### config.mk
export PLATFORM = sky130hd
export DESIGN_NAME = vfifo_rd_stream
export DESIGN_NICKNAME = d
export VERILOG_FILES = /design/src/rtl/vfifo_pkg.sv /design/src/rtl/vfifo_rd_skid.sv /design/src/rtl/vfifo_rd_stream.sv
export SDC_FILE = /design/constraint.sdc
export NUM_CORES = 1
export LEC_CHECK = 0
export CAP_MARGIN = 20
export CELL_PAD_IN_SITES_DETAIL_PLACEMENT = 0
export CELL_PAD_IN_SITES_GLOBAL_PLACEMENT = 2
export CORE_MARGIN = 1
export CORE_UTILIZATION = 30
export CTS_CLUSTER_SIZE = 10
export DETAILED_ROUTE_END_ITERATION = 10
export HOLD_SLACK_MARGIN = 0.1
export PLACE_DENSITY = 0.79
export SYNTH_ARGS = -nofsm -noshare
export SYNTH_HDL_FRONTEND = slang
export SYNTH_HIERARCHICAL = 1
export SYNTH_SLANG_ARGS = --single-unit
### constraint.sdc
create_clock -name clk -period 2.46 [get_ports clk]
set_clock_uncertainty 0.05 [all_clocks]
set_input_delay 0.246 -clock clk [delete_from_list [all_inputs] [get_ports clk]]
set_output_delay 0.246 -clock clk [all_outputs]
set_load 0.02 [all_outputs]
### src/rtl/vfifo_pkg.sv
// rtl/vfifo_pkg.sv - shared pointer width, pointer type and modular pointer-difference helper
package vfifo_pkg;

   // Default geometry; instances with other ADDR_WIDTH values derive their
   // own pointer width through vfifo_ptr_width().
   localparam int VFIFO_ADDR_WIDTH = 8;
   localparam int VFIFO_PTR_WIDTH  = VFIFO_ADDR_WIDTH + 1;

   typedef logic [VFIFO_PTR_WIDTH-1:0] vfifo_ptr_t;

   // Pointers carry one extra wrap bit above the RAM address.
   function automatic int vfifo_ptr_width(input int addr_width);
      return addr_width + 1;
   endfunction

   // a - b modulo 2^ptr_width; shared by the read and write controllers so
   // both sides agree on occupancy arithmetic across the wrap.
   function automatic logic [31:0] vfifo_ptr_diff(input logic [31:0] a,
                                                  input logic [31:0] b,
                                                  input int unsigned ptr_width);
      logic [31:0] mask;
      mask = (32'd1 << ptr_width) - 32'd1;
      return (a - b) & mask;
   endfunction

endpackage

### src/rtl/vfifo_rd_skid.sv
// rtl/vfifo_rd_skid.sv - 2-entry FIFO output buffer holding the head word in a register
//
// Ports:
//   clk, rst_n       clock, synchronous active-low reset
//   push, push_data  write one word (caller guarantees no overflow)
//   pop              remove the head word (ignored when empty)
//   head             oldest word, taken directly from a register
//   valid            head word present
//   count            entries held, 0..2
module vfifo_rd_skid
   import vfifo_pkg::*;
#(
   parameter int DATA_WIDTH = 32
) (
   input  logic                  clk,
   input  logic                  rst_n,
   input  logic                  push,
   input  logic [DATA_WIDTH-1:0] push_data,
   input  logic                  pop,
   output logic [DATA_WIDTH-1:0] head,
   output logic                  valid,
   output logic [1:0]            count
);

   // d0 is always the head so the output needs no read mux; d1 shifts into
   // d0 when the head is consumed with a second word waiting.
   logic [DATA_WIDTH-1:0] d0;
   logic [DATA_WIDTH-1:0] d1;
   logic [1:0]            cnt;

   always_ff @(posedge clk) begin
      if (!rst_n) begin
         d0  <= '0;
         d1  <= '0;
         cnt <= 2'd0;
      end else begin
         unique case (cnt)
            2'd0: begin
               if (push) begin
                  d0  <= push_data;
                  cnt <= 2'd1;
               end
            end
            2'd1: begin
               if (push && pop) begin
                  d0 <= push_data;
               end else if (push) begin
                  d1  <= push_data;
                  cnt <= 2'd2;
               end else if (pop) begin
                  cnt <= 2'd0;
               end
            end
            default: begin
               if (pop) begin
                  d0 <= d1;
                  if (push) begin
                     d1 <= push_data;
                  end else begin
                     cnt <= 2'd1;
                  end
               end
            end
         endcase
      end
   end

   assign head  = d0;
   assign valid = (cnt != 2'd0);
   assign count = cnt;

endmodule

### src/rtl/vfifo_rd_stream.sv
// rtl/vfifo_rd_stream.sv - FIFO read-side controller: RAM port-B fetch, latency absorption, output stream
//
// Optional feature macro: VFIFO_RD_LEVEL_EN adds the level port.
//
// Ports:
//   clk, rst_n   clock shared with RAM and writer, synchronous active-low reset
//   wr_ptr       writer's binary pointer (MSB is the wrap bit)
//   rd_ptr       consumed pointer returned to the writer for full detection
//   adr_b        RAM port-B read address
//   q_b          RAM port-B data, valid the cycle after adr_b is captured
//   dout         head word
//   dout_valid   head word present
//   dout_ready   consumer accepts the head word
//   level        wr_ptr - rd_ptr (only with VFIFO_RD_LEVEL_EN)
module vfifo_rd_stream
   import vfifo_pkg::*;
#(
   parameter int DATA_WIDTH = 32,
   parameter int ADDR_WIDTH = 8
) (
   input  logic                  clk,
   input  logic                  rst_n,
   input  logic [ADDR_WIDTH:0]   wr_ptr,
   output logic [ADDR_WIDTH:0]   rd_ptr,
   output logic [ADDR_WIDTH-1:0] adr_b,
   input  logic [DATA_WIDTH-1:0] q_b,
   output logic [DATA_WIDTH-1:0] dout,
   output logic                  dout_valid,
   input  logic                  dout_ready
`ifdef VFIFO_RD_LEVEL_EN
   ,
   output logic [ADDR_WIDTH:0]   level
`endif
);

   localparam int PW = vfifo_ptr_width(ADDR_WIDTH);

   logic [PW-1:0] fptr;
   logic [PW-1:0] rd_ptr_q;
   logic          in_flight;
   logic [1:0]    skid_count;
   logic [1:0]    occ;
   logic          fetch_empty;
   logic          pop;
   logic          issue;

   assign fetch_empty = (fptr == wr_ptr);
   assign pop         = dout_valid & dout_ready;
   // A read in flight already owns a buffer slot, so it counts toward occ.
   assign occ         = skid_count + {1'b0, in_flight};
   // A pop this edge frees a slot, which lets a full pipeline keep issuing
   // and sustain one word per cycle.
   assign issue       = !fetch_empty && ((occ < 2'd2) || pop);

   always_ff @(posedge clk) begin
      if (!rst_n) begin
         fptr      <= '0;
         rd_ptr_q  <= '0;
         in_flight <= 1'b0;
      end else begin
         if (issue) begin
            fptr <= fptr + 1'b1;
         end
         in_flight <= issue;
         if (pop) begin
            rd_ptr_q <= rd_ptr_q + 1'b1;
         end
      end
   end

   vfifo_rd_skid #(
      .DATA_WIDTH (DATA_WIDTH)
   ) u_skid (
      .clk       (clk),
      .rst_n     (rst_n),
      .push      (in_flight),
      .push_data (q_b),
      .pop       (pop),
      .head      (dout),
      .valid     (dout_valid),
      .count     (skid_count)
   );

   assign adr_b  = fptr[ADDR_WIDTH-1:0];
   assign rd_ptr = rd_ptr_q;

`ifdef VFIFO_RD_LEVEL_EN
   assign level = PW'(vfifo_ptr_diff(32'(wr_ptr), 32'(rd_ptr_q), PW));
`endif

endmodule

==> impl_metrics.yaml, run 1 <==
power_and_ir_drop:
  leakagePower_nw: 2.10
  sequentialPowerShare_pct: 39.5
  p_per_area_nw_per_um2: 798
  clkPwrFrac_pct: 34.3
  switchingPower_mw: 1.23
  swShare_pct: 29.3
  p_comb_share_pct: 26.2
  ir_drop_v: 0.000300
  p_int_mw: 2.98
placement:
  place_hpwl_um: 6410
  pre_cts_slack_ps: 372
  placedCellCount: 656
  gp_congestion: 0.692
  portBuffers: 93
status:
  status: "finished, final reports clean"
die:
  pin_count: 94
  core_um2: 12800
  die_w_um: 117
  rows: 41
  die_h_um: 117
  start_util_pct: 31.2
  die_area_um2: 13800
grt:
  grt_usage_pct: 14.5
  grt-ovfl-total: 0
  grt_first_pass_wirelength_um: 15900
  grt_pass1_vias: 3057
  antenna_found_initial: 0
  grt_max_degree: 101
setup_path:
  path_cells: "nor2_1 -> inv_1 -> nand2_1 -> inv_2 -> o21bai_4 -> and2_4 -> o211a_1"
  cp.required_ps: 2690
  reg2regPathDepth: 7
  endpoint_kind: "flop"
  setup.worst_path.class: "flop to flop"
  cpMaxStageDelayCell: "and2_4"
  path_delay_family: "simple AND/OR/NAND/NOR gates"
  regToRegSetupSlack_ps: 470
  startpoint: "u_skid/count[0]"
  arrival_ps: 2220
  critical-path-max-stage-delay_ps: 500
  critPathBufInv: 2
  start_kind: "flop"
  rr_endpoint: "u_skid/head[13]"
  critPathMaxFanout: 32
  reg2reg_from: "u_skid/count[0]"
synth:
  yosys_warnings: 6
  ys_async_sr_fraction_pct: 0
  syn_area_um2: 4000
  syn_inst: 422
  yosys_register_bits: 85
  yosysSeqAreaShare_pct: 42.6
  synth_edf_count: 0
  ys_types: 41
  syn_area_per_cell_um2: 9.47
  synth_ff_type: "dfxtp_1"
  syn-num-nets: 468
route:
  wl_um: 9530
  highest_layer: "met4"
  dr_wl_met3_um: 412
  drtAntennaViolNets: 0
  wl_met2_um: 4270
  wire_per_inst_um: 14.2
  vias: 3169
  first_pass_iters: 4
  vias_per_cell: 4.72
  drt_iter0_drc: 191
  post-route-drc-count: 0
  wl_met1_um: 4650
job:
  drv_cap: 0
cells_and_area:
  drive_gt1_share_pct: 7.01
  n_fill_cell: 1288
  nNetsFinal: 541
  layout.cells.non_filler: 671
  antenna_cells: 0
  area_delta_synth_final_pct: 32.1
clocking:
  cts.repair.resized: 0
  cts_buffers: 9
  htreeDepth: 3
  clock_latency_ps: 340
  cts_tree: "built"
  clk_pin_slew_ps: 60
  ctsHoldBuffers: 0
  cts_setup_buffers: 0
  cts_buffer_depth: 2
  clock-root-buffer: "clkbuf_16"
  clkSinkCount: 85
sta:
  slew_headroom_pct: 54.1
  hold_violations: 0
  worst_slack_ps: 475
  tightest_slew_ps: 689
  drv_slew: 0
  max_freq_ghz: 0.504
  layout_min_cycle_time_ps: 1990
  finalSetupViolCount: 0
  period_share_pct: 80.7
  grt_setup_unrepaired: "no"
  setup_tns_ps: 0
min_path:
  hp-class: "input port to flop"
  min_from: "rst_n"
  holdPathEnd: "u_skid/head[21]"
  min_delay_path_depth: 3
[placed cells by master, fill, tap and decap left out, drive strengths merged, types with 2 or more instances in the layout]
| master | instances |
|---|---|
| xor2 | 6 |
| o211a | 32 |
| clkdlybuf4s50 | 92 |
| xnor2 | 11 |
| inv | 5 |
| buf | 10 |
| dfxtp | 85 |
| mux2i | 64 |
| a21boi | 2 |
| nor2 | 11 |
| bufinv | 2 |
| nand3 | 37 |
| nand4 | 8 |
| a21oi | 10 |
| nand2 | 75 |
| or3 | 8 |
| and2 | 2 |
| o31ai | 2 |
| clkinv | 2 |
| ha | 2 |
| clkbuf | 11 |
| o21ai | 12 |
[sequential cells by signal, indices dropped and copies added, names as in the netlist]
| register | count |
|---|---|
| in_flight | 1 |
| u_skid/d1 | 32 |
| u_skid/head | 32 |
| rd_ptr | 9 |
| u_skid/count | 2 |
| fptr | 9 |
[through the flow]
stage / area, µm² / util [%] / hold slack [ps] / power [mW]
2_1_floorplan: 4000 / - / 335 / 2.39
4_1_cts: 5280 / 41.2 / 395 / 4.28
6_report: 5280 / 41.2 / 397 / 4.21
3_3_place_gp: 4960 / 38.7 / 391 / 2.79
3_5_place_dp: 4960 / 38.7 / 399 / 2.81
5_1_grt: 5280 / 41.2 / 424 / 4.44
[cell usage after synthesis, types with 2 or more instances]
library cell,instances,area [µm²]
o21ai_1,6,30.0
buf_8,3,45.0
buf_2,4,20.0
ha_1,2,25.0
xnor2_1,11,96.3
xor2_1,6,52.6
dfxtp_1,85,1700
o211a_1,32,320
clkbuf_1,17,63.8
a21boi_0,2,15.0
or3_1,8,50.1
nor2_1,11,41.3
inv_1,4,15.0
nand2_1,74,278
nand4_1,8,50.1
nand3_1,36,180
a21oi_2,2,17.5
mux2i_1,64,641
o21ai_0,5,25.0
a21oi_1,8,40.0
buf_4,9,67.6
buf_6,6,67.6
[worst reg2reg max path, cell delays in order (launching register included)]
cell and delay [ps]:
dfxtp_1 480, nor2_1 110, inv_1 110, nand2_1 110, inv_2 100, o21bai_4 270, and2_4 510, o211a_1 190
[how the worst max path moves through the flow]
stage	end	slack, ps	cells past startpoint
floorplan	u_skid/head[0]	320	10
global placement	fptr[4]	410	6
detailed placement	fptr[4]	370	6
CTS	u_skid/head[11]	460	7
global route	u_skid/d1[30]	250	8
finish	u_skid/head[13]	470	7
[power groups by stage]
stage               Sequential [mW]  Combinational [mW]  Clock [mW]
global route                   1.69                1.19        1.56
CTS                            1.67                1.12        1.50
global placement               1.69                1.10           0
finish                         1.67                1.10        1.44
detailed placement             1.69                1.11           0
floorplan                      1.80               0.596           0
[kinds of logic after synthesis]
logic type | Yosys count | share of synthesized area (%)
flip-flops | 85 | 42.6
buffers and inverters | 46 | 7.30
AO/OA/AOI/OAI | 61 | 12.7
AND/OR/NAND/NOR | 147 | 17.0
adder cells (fa/ha/maj) | 2 | 0.626
multiplexers | 64 | 16.0
XOR/XNOR | 17 | 3.73
[layer usage]
layer  GRT usage (%)  vias up
li1                -     1612
met5               0        -
met4            7.31        0
met1            19.0     1480
met3            3.31       13
met2            22.1       64
[final cells by class]
type	instances	area, µm²	area share (%)
Inverter	6	22.5	0.427
Clock buffer	11	243	4.60
Tap cell	172	215	4.08
Timing Repair Buffer	102	1010	19.1
Multi-Input combinational cell	291	2010	38.1
Clock inverter	4	72.6	1.38
Sequential cell	85	1700	32.3
(Power assumes the default switching activity.)
==> run 2, diff against run 1 <==
--- a/config.mk
+++ b/config.mk
@@ -9,11 +9,11 @@
 export CELL_PAD_IN_SITES_DETAIL_PLACEMENT = 0
 export CELL_PAD_IN_SITES_GLOBAL_PLACEMENT = 2
 export CORE_MARGIN = 1
-export CORE_UTILIZATION = 30
+export CORE_UTILIZATION = 27
 export CTS_CLUSTER_SIZE = 10
 export DETAILED_ROUTE_END_ITERATION = 10
 export HOLD_SLACK_MARGIN = 0.1
-export PLACE_DENSITY = 0.79
+export PLACE_DENSITY = 0.75
 export SYNTH_ARGS = -nofsm -noshare
 export SYNTH_HDL_FRONTEND = slang
 export SYNTH_HIERARCHICAL = 1
==> constraint.sdc (replaced) <==
create_clock -name clk -period 1.7 [get_ports clk]
set_clock_uncertainty 0.05 [all_clocks]
set_input_delay 0.17 -clock clk [delete_from_list [all_inputs] [get_ports clk]]
set_output_delay 0.17 -clock clk [all_outputs]
set_load 0.02 [all_outputs]
==> run 2 against run 1 <==
Clock power increased by 36%. Core utilization decreased by 1.9 points. First-iteration DRC count decreased by 16%. Cell count increased by 6.7%. Global-route usage decreased by 1.2 points. Total power increased by 48%. Critical endpoint is now fptr[2]. Largest cell class unchanged.
==> impl_metrics.yaml, run 2 (same netlist as run 1, synthesis figures left out) <==
status:
  status: "finished, final reports clean"
setup_path:
  cp.required_ps: 1910
  path_cells: "and3b_1 -> o21ai_2 -> o31ai_4 -> buf_4 -> or3_4 -> a21oi_2"
  rr_endpoint: "fptr[2]"
  reg2regPathDepth: 6
  cpMaxStageDelayCell: "dfxtp_4"
  regToRegSetupSlack_ps: 10
  arrival_ps: 1900
  critPathMaxFanout: 6
  endpoint_kind: "flop"
  reg2reg_from: "u_skid/count[1]"
  start_kind: "flop"
  critical-path-max-stage-delay_ps: 370
  setup.worst_path.class: "flop to flop"
grt:
  use_met3_pct: 3.02
  grt_usage_pct: 13.3
  grt_pass1_vias: 3118
  grt.busiest_layer: "met2"
  grt-ovfl-total: 0
  antenna_found_initial: 0
  grt_first_pass_wirelength_um: 15500
  grt_max_degree: 71
  grtUsageMet2_pct: 21.4
  use_met1_pct: 17.0
min_path:
  hp-class: "input port to flop"
  min_from: "rst_n"
  min_delay_path_depth: 2
  holdPathEnd: "u_skid/head[3]"
sta:
  worst_slack_ps: 11.0
  tightest_slew_ps: 584
  max_freq_ghz: 0.592
  period_share_pct: 99.4
  slew_headroom_pct: 60.8
  hold_violations: 0
  finalSetupViolCount: 0
  holdWs_ps: 204
  grt_setup_unrepaired: "yes"
  drv_slew: 0
  layout_min_cycle_time_ps: 1690
power_and_ir_drop:
  ir_drop_v: 0.000497
  leakagePower_nw: 2.35
  p_per_area_nw_per_um2: 1100
cells_and_area:
  nNetsFinal: 575
  n_fill_cell: 1429
  area_delta_synth_final_pct: 42.3
  layout_common_cells: "clkdlybuf4s50_1 (87), dfxtp_1 (79), nand2_1 (73)"
  antenna_cells: 0
  drive_gt1_share_pct: 15.8
  final_common_cell: "clkdlybuf4s50_1"
clocking:
  clkSinkCount: 85
  ctsHoldBuffers: 0
  cts_buffer_depth: 2
  clock-root-buffer: "clkbuf_16"
  cts_buffers: 9
  clk_pin_slew_ps: 60
  htreeDepth: 3
  cts_tree: "built"
  clock_latency_ps: 340
route:
  vias: 3358
  drt_iter0_drc: 160
  drtAntennaViolNets: 0
  wire_per_inst_um: 14.6
  post-route-drc-count: 0
  wl_um: 10500
  first_pass_iters: 4
  vias_per_cell: 4.69
job:
  drv_cap: 0
placement:
  gp_congestion: 0.729
  place_hpwl_um: 6540
  portBuffers: 93
  pre_cts_slack_ps: -318
die:
  die_h_um: 124
  start_util_pct: 27.6
  pin_count: 94
  rows: 44
  core_um2: 14500
  die_w_um: 124
  die_area_um2: 15300
## run 2: report_power, final
part	leakage [nW]	switching [mW]	internal, mW
registers	0.698	0.136	2.23
logic	1.50	0.976	0.944
clock network	0.145	0.801	1.16
## run 2: per-stage QoR
step / total power, mW / util, % / std cells / cell area, µm² / setup TNS (ps)
final: 6.25 / 39.3 / 716 / 5690 / 0
after global routing: 6.58 / 39.3 / 716 / 5690 / -701
after CTS: 6.17 / 37.7 / 703 / 5450 / -28.7
after detailed placement: 4.19 / 35.7 / 689 / 5170 / -9410
after global placement: 4.17 / 35.7 / 689 / 5170 / -6990
after floorplan: 3.50 / - / 422 / 4050 / -9710
## run 2: worst max path at each step
stage / startpoint / to / slack, ps / cells past startpoint
after floorplan: u_skid/count[1] / u_skid/d1[10] / -170 / 11
after global placement: wr_ptr[1] / fptr[0] / -260 / 7
after detailed placement: wr_ptr[4] / fptr[0] / -320 / 7
after CTS: fptr[0] / fptr[0] / -30 / 6
after global routing: u_skid/count[1] / fptr[5] / -80 / 5
final: u_skid/count[1] / fptr[2] / 10 / 6
## run 2: what timing repair did
action                                  in CTS  in global routing
cloned                                       0                  5
gates resized for setup                      5                 25
endpoints found under the setup margin       6                 73
pin swaps                                    3                 10
buffers inserted                             0                  8
## run 2: final cells by class
cell class	count	area, µm²	area share, %
well taps	184	230	4.05
clock inverters	4	48.8	0.858
inverters	6	30.0	0.528
repair buffers	134	1330	23.3
flip-flops and latches	85	1710	30.1
clock buffers	10	239	4.20
multi-input cells	293	2100	36.9
## run 2: worst max-delay path: cells and delay by family, from the launching register on
family	cells	cell delay (ps)
AOI/OAI and AO/OA	3	510
buffers and inverters	1	170
DFF	1	370
and+or+nand+nor	2	510
## run 2: layer usage
metal  up-vias  routed length, µm
met3        12                404
met4         0                153
met2        67               4910
li1       1683                  -
met1      1596               5010
met5         -                  0
